<file path="config.mk">
export PLATFORM = sky130hd
export DESIGN_NAME = instr_fetch_unit
export DESIGN_NICKNAME = d
export VERILOG_FILES = /design/src/rtl/instr_fetch_unit.sv
export SDC_FILE = /design/constraint.sdc
export NUM_CORES = 1
export LEC_CHECK = 0
export ABC_AREA = 1
export BUFFER_PORTS_ARGS = -buffer_cell sky130_fd_sc_hd__buf_2
export CORE_MARGIN = 8
export CORE_UTILIZATION = 52
export CTS_BUF_LIST = sky130_fd_sc_hd__clkbuf_4
export DETAILED_ROUTE_END_ITERATION = 16
export GPL_ROUTABILITY_DRIVEN = 0
export GPL_TIMING_DRIVEN = 0
export PLACE_DENSITY = 0.84
export SYNTH_ARGS = -nofsm -noshare
export SYNTH_HDL_FRONTEND = slang
export SYNTH_SLANG_ARGS = --single-unit
</file>
<file path="constraint.sdc">
create_clock -name clock -period 2.4 [get_ports clock]
set_clock_uncertainty 0.2 [all_clocks]
set_input_delay 0.72 -clock clock [delete_from_list [all_inputs] [get_ports clock]]
set_output_delay 0.72 -clock clock [all_outputs]
set_load 0.03 [all_outputs]
</file>
<file path="src/rtl/instr_fetch_unit.sv">
// Instruction fetch: walks a PC through instruction memory, decodes each word and hands it
// to execute over valid/ready. Define FETCH_TRACE_EN to add the instr_count handshake counter.
module instr_fetch_unit #(
  parameter int unsigned AW       = 9,
  parameter int unsigned IMEM_LAT = 1
) (
  input  logic          clock,
  input  logic          reset,
  input  logic          working,
  output logic [AW-1:0] imem_addr,
  output logic          imem_ren,
  input  logic [31:0]   imem_rdat,
  output logic          out_valid,
  input  logic          out_ready,
  output logic [3:0]    icode,
  output logic [3:0]    ifun,
  output logic [7:0]    ra,
  output logic [7:0]    rb,
  output logic [15:0]   imm,
  output logic [AW-1:0] instr_pc,
  output logic          halted,
  output logic          illegal
`ifdef FETCH_TRACE_EN
  ,
  output logic [15:0]   instr_count
`endif
);

  typedef enum logic [2:0] {
    StIdle,
    StReq,
    StWait,
    StOut,
    StStop
  } fetchStateE;

  fetchStateE    state;
  logic [AW-1:0] pc;
  logic [1:0]    waitCnt;
  logic          lastWait;

  assign imem_addr = pc;
  assign lastWait  = (waitCnt == 2'(IMEM_LAT - 1));

  always_ff @(posedge clock) begin
    if (reset) begin
      state     <= StIdle;
      pc        <= '0;
      waitCnt   <= '0;
      imem_ren  <= 1'b0;
      out_valid <= 1'b0;
      icode     <= '0;
      ifun      <= '0;
      ra        <= '0;
      rb        <= '0;
      imm       <= '0;
      instr_pc  <= '0;
      halted    <= 1'b0;
      illegal   <= 1'b0;
`ifdef FETCH_TRACE_EN
      instr_count <= '0;
`endif
    end else begin
      unique case (state)
        StIdle: begin
          pc <= '0;
          if (working) begin
            state    <= StReq;
            imem_ren <= 1'b1;
          end
        end

        StReq: begin
          imem_ren <= 1'b0;
          if (!working) begin
            state     <= StIdle;
            pc        <= '0;
            out_valid <= 1'b0;
`ifdef FETCH_TRACE_EN
            instr_count <= '0;
`endif
          end else begin
            state   <= StWait;
            waitCnt <= '0;
          end
        end

        StWait: begin
          // Abort drops the in-flight read; its data is never latched.
          if (!working) begin
            state     <= StIdle;
            pc        <= '0;
            out_valid <= 1'b0;
`ifdef FETCH_TRACE_EN
            instr_count <= '0;
`endif
          end else if (lastWait) begin
            icode     <= imem_rdat[31:28];
            ifun      <= imem_rdat[27:24];
            ra        <= imem_rdat[23:16];
            rb        <= imem_rdat[15:8];
            imm       <= imem_rdat[15:0];
            instr_pc  <= pc;
            out_valid <= 1'b1;
            state     <= StOut;
          end else begin
            waitCnt <= waitCnt + 2'd1;
          end
        end

        StOut: begin
          // Abort outranks acceptance, so the presented word is not consumed.
          if (!working) begin
            state     <= StIdle;
            pc        <= '0;
            out_valid <= 1'b0;
`ifdef FETCH_TRACE_EN
            instr_count <= '0;
`endif
          end else if (out_ready) begin
            out_valid <= 1'b0;
`ifdef FETCH_TRACE_EN
            if (instr_count != 16'hFFFF) instr_count <= instr_count + 16'd1;
`endif
            if (icode == 4'd0) begin
              state  <= StStop;
              halted <= 1'b1;
            end else if (icode >= 4'd4) begin
              state   <= StStop;
              halted  <= 1'b1;
              illegal <= 1'b1;
            end else begin
              pc       <= pc + AW'(1);
              state    <= StReq;
              imem_ren <= 1'b1;
            end
          end
        end

        StStop: begin
          if (!working) begin
            state   <= StIdle;
            pc      <= '0;
            halted  <= 1'b0;
            illegal <= 1'b0;
`ifdef FETCH_TRACE_EN
            instr_count <= '0;
`endif
          end
        end

        default: state <= StIdle;
      endcase
    end
  end

endmodule
</file>
==> results of run 1 <==
## cells in the final DEF, fill, tap and decap left out, types with 2 or more instances in the layout
| cell | count |
|---|---|
| clkinv_1 | 3 |
| o21ai_1 | 3 |
| dfxtp_1 | 59 |
| buf_4 | 9 |
| nand2_1 | 60 |
| clkinv_2 | 2 |
| clkbuf_4 | 9 |
| nor2_1 | 94 |
| o21ai_0 | 44 |
| a21oi_1 | 22 |
| buf_2 | 102 |
| nand3_1 | 13 |
| inv_2 | 2 |
| clkbuf_1 | 7 |
| nor2_2 | 2 |
| nand3_2 | 2 |
| ha_1 | 2 |
| buf_6 | 3 |
| inv_1 | 28 |
| nand4_1 | 15 |
## power groups by stage
stage | Clock, mW | Combinational (mW) | Sequential, mW
finish | 0.676 | 0.310 | 1.04
global route | 0.729 | 0.340 | 1.04
CTS | 0.684 | 0.309 | 1.04
detailed placement | 0 | 0.307 | 1.06
global placement | 0 | 0.300 | 1.06
floorplan | 0 | 0.149 | 1.12
## worst paths after layout
| kind | cells past startpoint | slack [ns] | to | start |
|---|---|---|---|---|
| max | 1 | 0.38 | imem_addr[1] | imem_addr[1] |
| min | 2 | 0.25 | imem_ren | imem_ren |
| max reg2reg | 7 | 0.58 | imem_addr[8] | state[2] |
| min reg2reg | 2 | 0.25 | imem_ren | imem_ren |
## routing by layer
layer,wire (um),GRT usage (%),part of all wire [%]
met5,0,0,0
met4,118,8.59,1.5
met3,706,9.43,9.2
met2,3580,34.7,47
met1,3280,22.1,43
## flip-flops by register name (all words and copies together), names as in the netlist, 2 cells and up
| register | cells |
|---|---|
| imm | 8 |
| ra | 8 |
| rb | 8 |
| instr_pc | 9 |
| waitCnt | 2 |
| ifun | 4 |
| imem_addr | 9 |
| state | 3 |
| icode | 4 |
## worst register-to-register path: stages (launching register included)
cell	delay, ns
dfxtp_1	0.39
inv_4	0.13
nand3_1	0.17
nor2_2	0.26
nand2_2	0.20
nand3_2	0.18
nand2_1	0.07
a21oi_1	0.14
## synthesized netlist by cell type (2+ instances only)
cell / n
nor2_1: 94
buf_4: 9
buf_2: 6
dfxtp_1: 59
o21ai_0: 44
nand3_1: 13
buf_6: 3
nand4_1: 15
nand3_2: 2
inv_2: 2
o21ai_1: 3
nand2_1: 60
clkbuf_1: 7
a21oi_1: 22
nor2_2: 2
ha_1: 2
inv_1: 28
## logic make-up (layout without fill, tap and decap cells)
logic type | Yosys count | after routing
flip-flops | 59 | 59
AO/OA/AOI/OAI | 70 | 70
adder cells (fa/ha/maj) | 2 | 2
buffers and inverters | 56 | 168
AND/OR/NAND/NOR | 189 | 189
## area by class of cell
cell class                 count  area [um2]
fill                         439        1650
sequential                    59        1180
multi-input combinational    261        1170
timing repair buffer          96         480
buffer                        25         158
inverter                      31         119
tap                           70        87.6
clock buffer                   9        67.6
clock inverter                 7        58.8
## stage by stage
stage	total power, mW	hold slack (ns)	utilization, %	instance area [um2]	setup WS [ns]
after detailed placement	1.37	0.237	64.2	3200	0.251
after floorplan	1.27	0.233	-	2630	0.541
after global placement	1.36	0.233	64.2	3200	0.267
final	2.03	0.249	66.8	3320	0.376
after global routing	2.11	0.291	66.8	3320	0.315
after CTS	2.03	0.252	66.8	3320	0.369
==> flow_metrics.tcl, run 1 <==
set metrics [dict create \
    path_clk_slew_ns 0.10 \
    slew_headroom_pct 65.3 \
    drc_errors 0 \
    synthTopCellsByArea "dfxtp_1 (45%), nor2_1 (13%), nand2_1 (8.6%), o21ai_0 (8.4%), a21oi_1 (4.2%)" \
    num_antenna_cells 0 \
    ctsLongestPathBuffers 2 \
    final.setup.tns_ns 0 \
    seq_area_frac_synth_pct 44.9 \
    worstSetupEndpointType "output pin" \
    status "finished, final reports clean" \
    worstPathCellList "buf_2" \
    power.density_nw_per_um2 610 \
    worst_setup_path_start_kind "flip-flop" \
    hpwl_mm 5.70 \
    synth_simple_gate_area_share_pct 30.2 \
    tightest_slew_ns 0.515 \
    synth-async-reset-ratio_pct 0 \
    clock-sinks 59 \
    yosys.area_share.xor_xnor_pct 0 \
    dr.pass1.iters 5 \
    worstPathArrival_ns 1.10 \
    dieWidth_um 87.1 \
    drt-initial-drc-count 246 \
    synth_top_area_share_pct 44.9 \
    ys_types 22 \
    post-place-cells 542 \
    wl_mm 7.68 \
    yosys_warnings 0 \
    portBuffers 96 \
    via_per_inst 5.11 \
    cp_top_family "flip-flops" \
    synth_enable_flop_cells 0 \
    core_um2 4980 \
    synth_area_leader_cell "dfxtp_1" \
    cts_tree "yes" \
    synth_area_um2 2630 \
    grt_max_degree 11 \
    cpMaxStageDelayCell "dfxtp_1" \
    post-cts-setup-buffers 0 \
    stdcell_count 558 \
    fmax_mhz 494 \
    gr-total-overflow 0 \
    ant_nets 0 \
    die_area_um2 7590 \
    seqPwrFrac_pct 51.3 \
    maxCapViolations 0 \
    grt_pass1_vias 2822 \
    insertion_delay_ns 0.39 \
    avgSynthCellArea_um2 6.99 \
    worstPathRequired_ns 1.48 \
    area_delta_synth_final_pct 26.4 \
    clock-root-buffer "clkbuf_4" \
    setup_viol 0 \
    antenna_found_initial 0 \
    worstPathBufferInverterCount 1 \
    track_usage_pct 20.7 \
    finalHoldViolations 0 \
    initial_utilization_pct 52.8 \
    pwr-share-clk_pct 33.4 \
    layout_min_cycle_time_ns 2.02 \
    internal_power_mw 1.42 \
    ys_ff_latch 59 \
    dr_total_vias 2852 \
    p_sw_uw 604 \
    vdd.ir_drop.worst_mv 0.380 \
    hold_buffers 0 \
    synth_top_family_by_area "simple AND/OR/NAND/NOR gates" \
    pin_count 98 \
    cts_resized 0 \
    netlist_instances 376 \
    switching_share_pct 29.8 \
    synth_compound_area_share_pct 13.4 \
    nNetsFinal 521 \
    htree_levels 3 \
    cp_max_fo 5 \
    cellLeakagePower_nw 1.72 \
    synthAdderAreaFrac_pct 0.952 \
    rows 26 \
    hp-class "reg -> reg" \
    layout-drive-gt1-share_pct 27.9 \
    slew_violations 0 \
    synth.area.mux_share_pct 0 \
    cpPeakStageDelay_ns 0.46 \
    grt_pass1_wl_mm 12.4 \
    synthFlopType "dfxtp_1" \
    fin_crit_sh_pct 84.3 \
    syn_nets 414 \
    power_frac_comb_pct 15.3 \
    critical_path_class "reg -> out" \
    die_h_um 87.1 \
    cts_made_buffers 9 \
    wire_per_inst_um 13.8 \
    rsz0062_at_grt "no" \
]
Power figures use the tool's default switching activity.
==> run 2, diff against run 1 <==
Settings changed: ABC_AREA 1 to 0, CORE_UTILIZATION 52 to 50, PLACE_DENSITY 0.84 to 0.81.
Clock period 2.4 ns to 2 ns, I/O delays scaled along.
==> run 2 against run 1 <==
  * Via count shrank 7.6%
  * Die area grew 1.2%
  * Combinational power fell by 31%
  * Critical path depth unchanged
  * Hold slack got worse by 0.012 ns
  * Critical endpoint is now imem_addr[2]
  * Sequential power rose by 15%
  * Worst setup slack worse by 0.29 ns
  * Count of clock-buffer cells in the layout rose by 2
  * Sequential cell count stayed put
  * Utilization down 2.0 points
==> flow_metrics.tcl, run 2 <==
set metrics [dict create \
    preCtsSetupSlack_ns -0.307 \
    finalHoldViolations 0 \
    synth_area_um2 2560 \
    wl_mm 7.08 \
    layout-drive-gt1-share_pct 30.8 \
    synth-async-reset-ratio_pct 0 \
    cpMaxStageDelayCell "dfxtp_1" \
    syn_nets 365 \
    area_delta_synth_final_pct 27.4 \
    fmax_mhz 521 \
    worst_setup_path_start_kind "flip-flop" \
    synthFlopType "dfxtp_1" \
    synthTopCellsByCount "nand2_1 (92), dfxtp_1 (59), a21oi_1 (50), clkbuf_1 (15), nor2_1 (13)" \
    fin_crit_sh_pct 95.9 \
    regToRegEndpoint "imem_addr[6]" \
    r2r_start "icode[3]" \
    worst_hold_path.endpoint "rb[0]" \
    worstPathCellList "buf_2" \
    slew_headroom_pct 62.5 \
    hp-class "in -> reg" \
    timing.final.ws_setup_ns 0.0813 \
    p_sw_uw 554 \
    synthTopCellsByArea "dfxtp_1 (46%), nand2_1 (13%), a21oi_1 (9.8%), buf_4 (3.5%), clkbuf_1 (2.2%)" \
    power.density_nw_per_um2 678 \
    die_h_um 87.6 \
    rows 26 \
    insertion_delay_ns 0.39 \
    antenna_found_initial 0 \
    avgSynthCellArea_um2 7.84 \
    synth_area_leader_cell "dfxtp_1" \
    portBuffers 96 \
    gr-total-overflow 0 \
    dr_total_vias 2636 \
    num_antenna_cells 0 \
    cp_top_family "flip-flops" \
    cp_max_fo 8 \
    yosys_warnings 0 \
    switching_share_pct 25.0 \
    worstPathRequired_ns 1.20 \
    seq_area_frac_synth_pct 46.0 \
    grt_pass1_vias 2493 \
    final_cell_mix "buf_2 (97), nand2_1 (92), dfxtp_1 (58)" \
    clock-root-buffer "clkbuf_4" \
    dieWidth_um 87.6 \
    seqPwrFrac_pct 54.4 \
    drt-initial-drc-count 162 \
    ys_ff_latch 59 \
    slew_violations 0 \
    tightest_slew_ns 0.560 \
    cts_made_buffers 9 \
    core_um2 5040 \
    rr_worst_depth 4 \
    grt_max_degree 11 \
    cts_tree "yes" \
    setup_viol 0 \
    netlist_instances 327 \
    critical_path_class "reg -> out" \
    drc_errors 0 \
    track_usage_pct 18.6 \
    wire_per_inst_um 13.9 \
    hold_start "imem_rdat[8]" \
    clock-sinks 59 \
    worstPathArrival_ns 1.12 \
    rsz0062_at_grt "no" \
    ctsLongestPathBuffers 2 \
    initial_utilization_pct 50.9 \
    grt_pass1_wl_mm 11.3 \
    final_common_cell "buf_2" \
    fillers 461 \
    layout_min_cycle_time_ns 1.92 \
    cpPeakStageDelay_ns 0.47 \
    ys_types 41 \
    path_clk_slew_ns 0.09 \
    worstPathBufferInverterCount 1 \
    yosysMostFrequentCell "nand2_1" \
    pin_count 98 \
    post-place-cells 493 \
    holdWs_ns 0.238 \
    via_per_inst 5.19 \
    ff2ff_setup_slack_ns 0.12 \
    synth_top_area_share_pct 46.0 \
    dr.pass1.iters 4 \
    hold_buffers 0 \
    internal_power_mw 1.66 \
    maxCapViolations 0 \
    min_path_cells 3 \
    vdd.ir_drop.worst_mv 0.395 \
    synth_enable_flop_cells 0 \
    stdcell_count 508 \
    nNetsFinal 472 \
    ant_nets 0 \
    htree_levels 3 \
    pwr-share-clk_pct 35.9 \
    cellLeakagePower_nw 1.43 \
    hpwl_mm 5.23 \
    worstSetupEndpointType "output pin" \
    status "finished, final reports clean" \
    die_area_um2 7680 \
    power_frac_comb_pct 9.6 \
]
-- run 2: cell count changes after synthesis, sizes merged, moves of 4 or more --
cell and delta:
nor2 -84, o21ai -39, nand2 +31, a21oi +28, inv -28, clkbuf +8, nand4 -8, nand3 -7
nor3 +7, a31oi +5, nand2b +4
-- run 2: layout make-up --
type	count	area [um2]	area share, %
clock inverter	4	42.5	1.30
timing repair buffer	96	480	14.7
clock buffer	11	82.6	2.53
buffer	30	176	5.40
inverter	3	11.3	0.345
multi-input combinational	235	1200	36.8
sequential	59	1180	36.2
tap	70	87.6	2.68
-- run 2: cells by family (layout without fill, tap and decap cells) --
| kind of cell | Yosys count | count (layout) | share of synthesized area (%) |
|---|---|---|---|
| XOR/XNOR | 1 | 1 | 0.342 |
| AO/OA/AOI/OAI | 78 | 78 | 17.4 |
| AND/OR/NAND/NOR | 154 | 154 | 28.0 |
| flip-flops | 59 | 59 | 46.0 |
| adder cells (fa/ha/maj) | 2 | 2 | 0.975 |
| buffers and inverters | 33 | 144 | 7.22 |
-- run 2: power groups by stage --
stage / registers, mW / clock network, mW / logic, mW
global placement: 1.23 / 0 / 0.208
floorplan: 1.26 / 0 / 0.103
CTS: 1.20 / 0.817 / 0.213
finish: 1.20 / 0.796 / 0.214
detailed placement: 1.23 / 0 / 0.211
global route: 1.21 / 0.879 / 0.233
-- run 2: worst max path at each step --
stage	startpoint	end	slack, ns	cells after the start
final	imem_addr[2]	imem_addr[2]	0.08	1
after global routing	imem_addr[4]	imem_addr[4]	0.005	1
after CTS	state[2]	instr_pc[3]	0.01	6
after detailed placement	reset	ifun[1]	-0.31	4
after global placement	reset	halted	-0.29	4
after floorplan	icode[0]	imem_addr[6]	0.12	5
-- run 2: per-stage QoR --
| step | cell area (um2) | total power [mW] | util [%] | TNS [ns] |
|---|---|---|---|---|
| 3_5_place_dp | 3130 | 1.44 | 62.1 | -10.87 |
| 4_1_cts | 3260 | 2.23 | 64.6 | 0 |
| 2_1_floorplan | 2560 | 1.36 | - | 0 |
| 6_report | 3270 | 2.21 | 64.8 | 0 |
| 5_1_grt | 3270 | 2.32 | 64.8 | 0 |
| 3_3_place_gp | 3130 | 1.44 | 62.1 | -10.41 |
-- run 2: repair_timing --
action	4_1_cts	5_1_grt
setup endpoints to repair	0	43
resized for setup	0	7
hold endpoints to repair	0	0
buffers inserted	0	0
-- run 2: layer usage --
layer	vias up	track usage (%)	part of all wire [%]
met3	6	5.35	9.7
met2	103	29.6	45
met4	0	9.38	0.81
met1	1198	22.4	45
met5	-	0	0
li1	1329	-	-
==> run 3, diff against run 2 <==
Settings changed: CORE_UTILIZATION 50 to 40, PLACE_DENSITY 0.81 to 0.67.
==> run 3 against run 2 <==
  * Power is 0.19% higher
  * Routed wire length is 0.34% higher
  * First-iteration DRC count is 32% lower
  * Non-clock buffer count stayed put
  * Worst setup slack better by 0.0092 ns
  * Count of clock-buffer cells in the layout is 2 lower
  * Sequential cell count stayed put
  * Critical path type unchanged
  * Largest cell class unchanged
==> flow_metrics.tcl, run 3 (synthesis gave the netlist of run 2 again) <==
set metrics [dict create \
    portBuffers 96 \
    design_area_um2 3280 \
    power.total_mw 2.22 \
    die_area_um2 9230 \
    core_um2 6280 \
    cts_made_buffers 9 \
    worstPathArrival_ns 1.11 \
    critical_path_class "reg -> out" \
    holdWs_ns 0.236 \
    worst_setup_path_start_kind "flip-flop" \
    nNetsFinal 472 \
    htree_levels 3 \
    rsz0062_at_grt "no" \
    clock-root-buffer "clkbuf_4" \
    clock-sinks 59 \
    path_clk_slew_ns 0.10 \
    vdd.ir_drop.worst_mv 0.374 \
    area_delta_synth_final_pct 27.7 \
    power.density_nw_per_um2 677 \
    fmax_mhz 524 \
    cp_max_fo 8 \
    hp-class "in -> reg" \
    drt-initial-drc-count 110 \
    setup_viol 0 \
    ctsLongestPathBuffers 2 \
    antenna_found_initial 0 \
    ant_nets 0 \
    layout_min_cycle_time_ns 1.91 \
    initial_utilization_pct 40.9 \
    wl_mm 7.10 \
    placed_cell_area_um2 3140 \
    dieWidth_um 96.1 \
    worstPathBufferInverterCount 1 \
    cpPeakStageDelay_ns 0.47 \
    post-cts-setup-buffers 0 \
    num_antenna_cells 0 \
    final_cell_mix "buf_2 (97), nand2_1 (92), dfxtp_1 (57)" \
    grt_max_degree 11 \
    via_per_inst 4.97 \
    status "finished, final reports clean" \
    grt_pass1_vias 2456 \
    rows 29 \
    pin_count 98 \
    die_h_um 96.1 \
    worstPathCellList "buf_2" \
    worstSetupEndpointType "output pin" \
    slew_headroom_pct 54.6 \
    drc_errors 0 \
    final_util_pct 52.2 \
    tightest_slew_ns 0.674 \
    maxCapViolations 0 \
    gr-total-overflow 0 \
    grt_pass1_wl_mm 11.5 \
    cts_tree "yes" \
    layout-drive-gt1-share_pct 30.5 \
    cp_top_family "flip-flops" \
    slew_violations 0 \
    cellLeakagePower_nw 1.42 \
    hpwl_mm 5.27 \
    dr.pass1.iters 4 \
    final_common_cell "buf_2" \
    insertion_delay_ns 0.39 \
    dr_total_vias 2564 \
    wire_per_inst_um 13.8 \
    track_usage_pct 15.9 \
    cpMaxStageDelayCell "dfxtp_1" \
    finalHoldViolations 0 \
    worstPathRequired_ns 1.20 \
    fin_crit_sh_pct 95.5 \
]
==> run 3: cell count changes in the layout (fill, tap and decap cells not counted), sizes merged <==
cell / change
clkinv: +2
clkinvlp: +1
clkbuf: -2
==> run 3: power breakdown <==
part           internal, mW  total (mW)  switching (mW)
registers              1.19        1.20          0.0130
logic                0.0747       0.211           0.136
clock network         0.365       0.802           0.438
total                  1.63        2.22           0.587
==> run 3: final timing paths <==
path	from	endpoint	slack (ns)	depth (start not counted)
max	imem_addr[4]	imem_addr[4]	0.09	1
min	imem_rdat[17]	ra[1]	0.24	3
max reg2reg	icode[3]	imem_addr[6]	0.11	4
min reg2reg	instr_pc[6]	instr_pc[6]	0.26	2
==> run 3: area by class of cell <==
type | count | area [um2]
plain buffers | 30 | 174
fillers | 638 | 3000
repair buffers | 96 | 480
clock inverters | 7 | 58.8
well taps | 77 | 96.3
flip-flops and latches | 59 | 1180
inverters | 3 | 11.3
clock buffers | 9 | 67.6
multi-input cells | 235 | 1200
==> run 3: per-stage QoR <==
stage               cells  setup slack [ns]  setup TNS (ns)
finish                516            0.0905               0
global route          516           0.00227               0
CTS                   516            0.0166               0
detailed placement    500            -0.325          -11.40
floorplan             327             0.120               0
global placement      500            -0.315          -11.29
==> run 3: per-layer routing <==
layer / vias to the layer above / track usage (%) / part of all wire, %
li1: 1330 / - / -
met1: 1135 / 19.5 / 45
met2: 93 / 24.5 / 43
met3: 6 / 6.40 / 11
met4: 0 / 5.51 / 1.1
met5: - / 0 / 0
==> run 3: timing repair <==
action                     CTS  global route
pin swaps                    0             0
setup endpoints to repair    1            41
hold buffers                 0             0
resized for setup            1             2
==> run 3: worst register-to-register path: cells and delay by family (launching register included) <==
family / cells / cell delay [ns]
AOI/OAI and AO/OA: 1 / 0.08
DFF: 1 / 0.34
and+or+nand+nor: 3 / 1.22
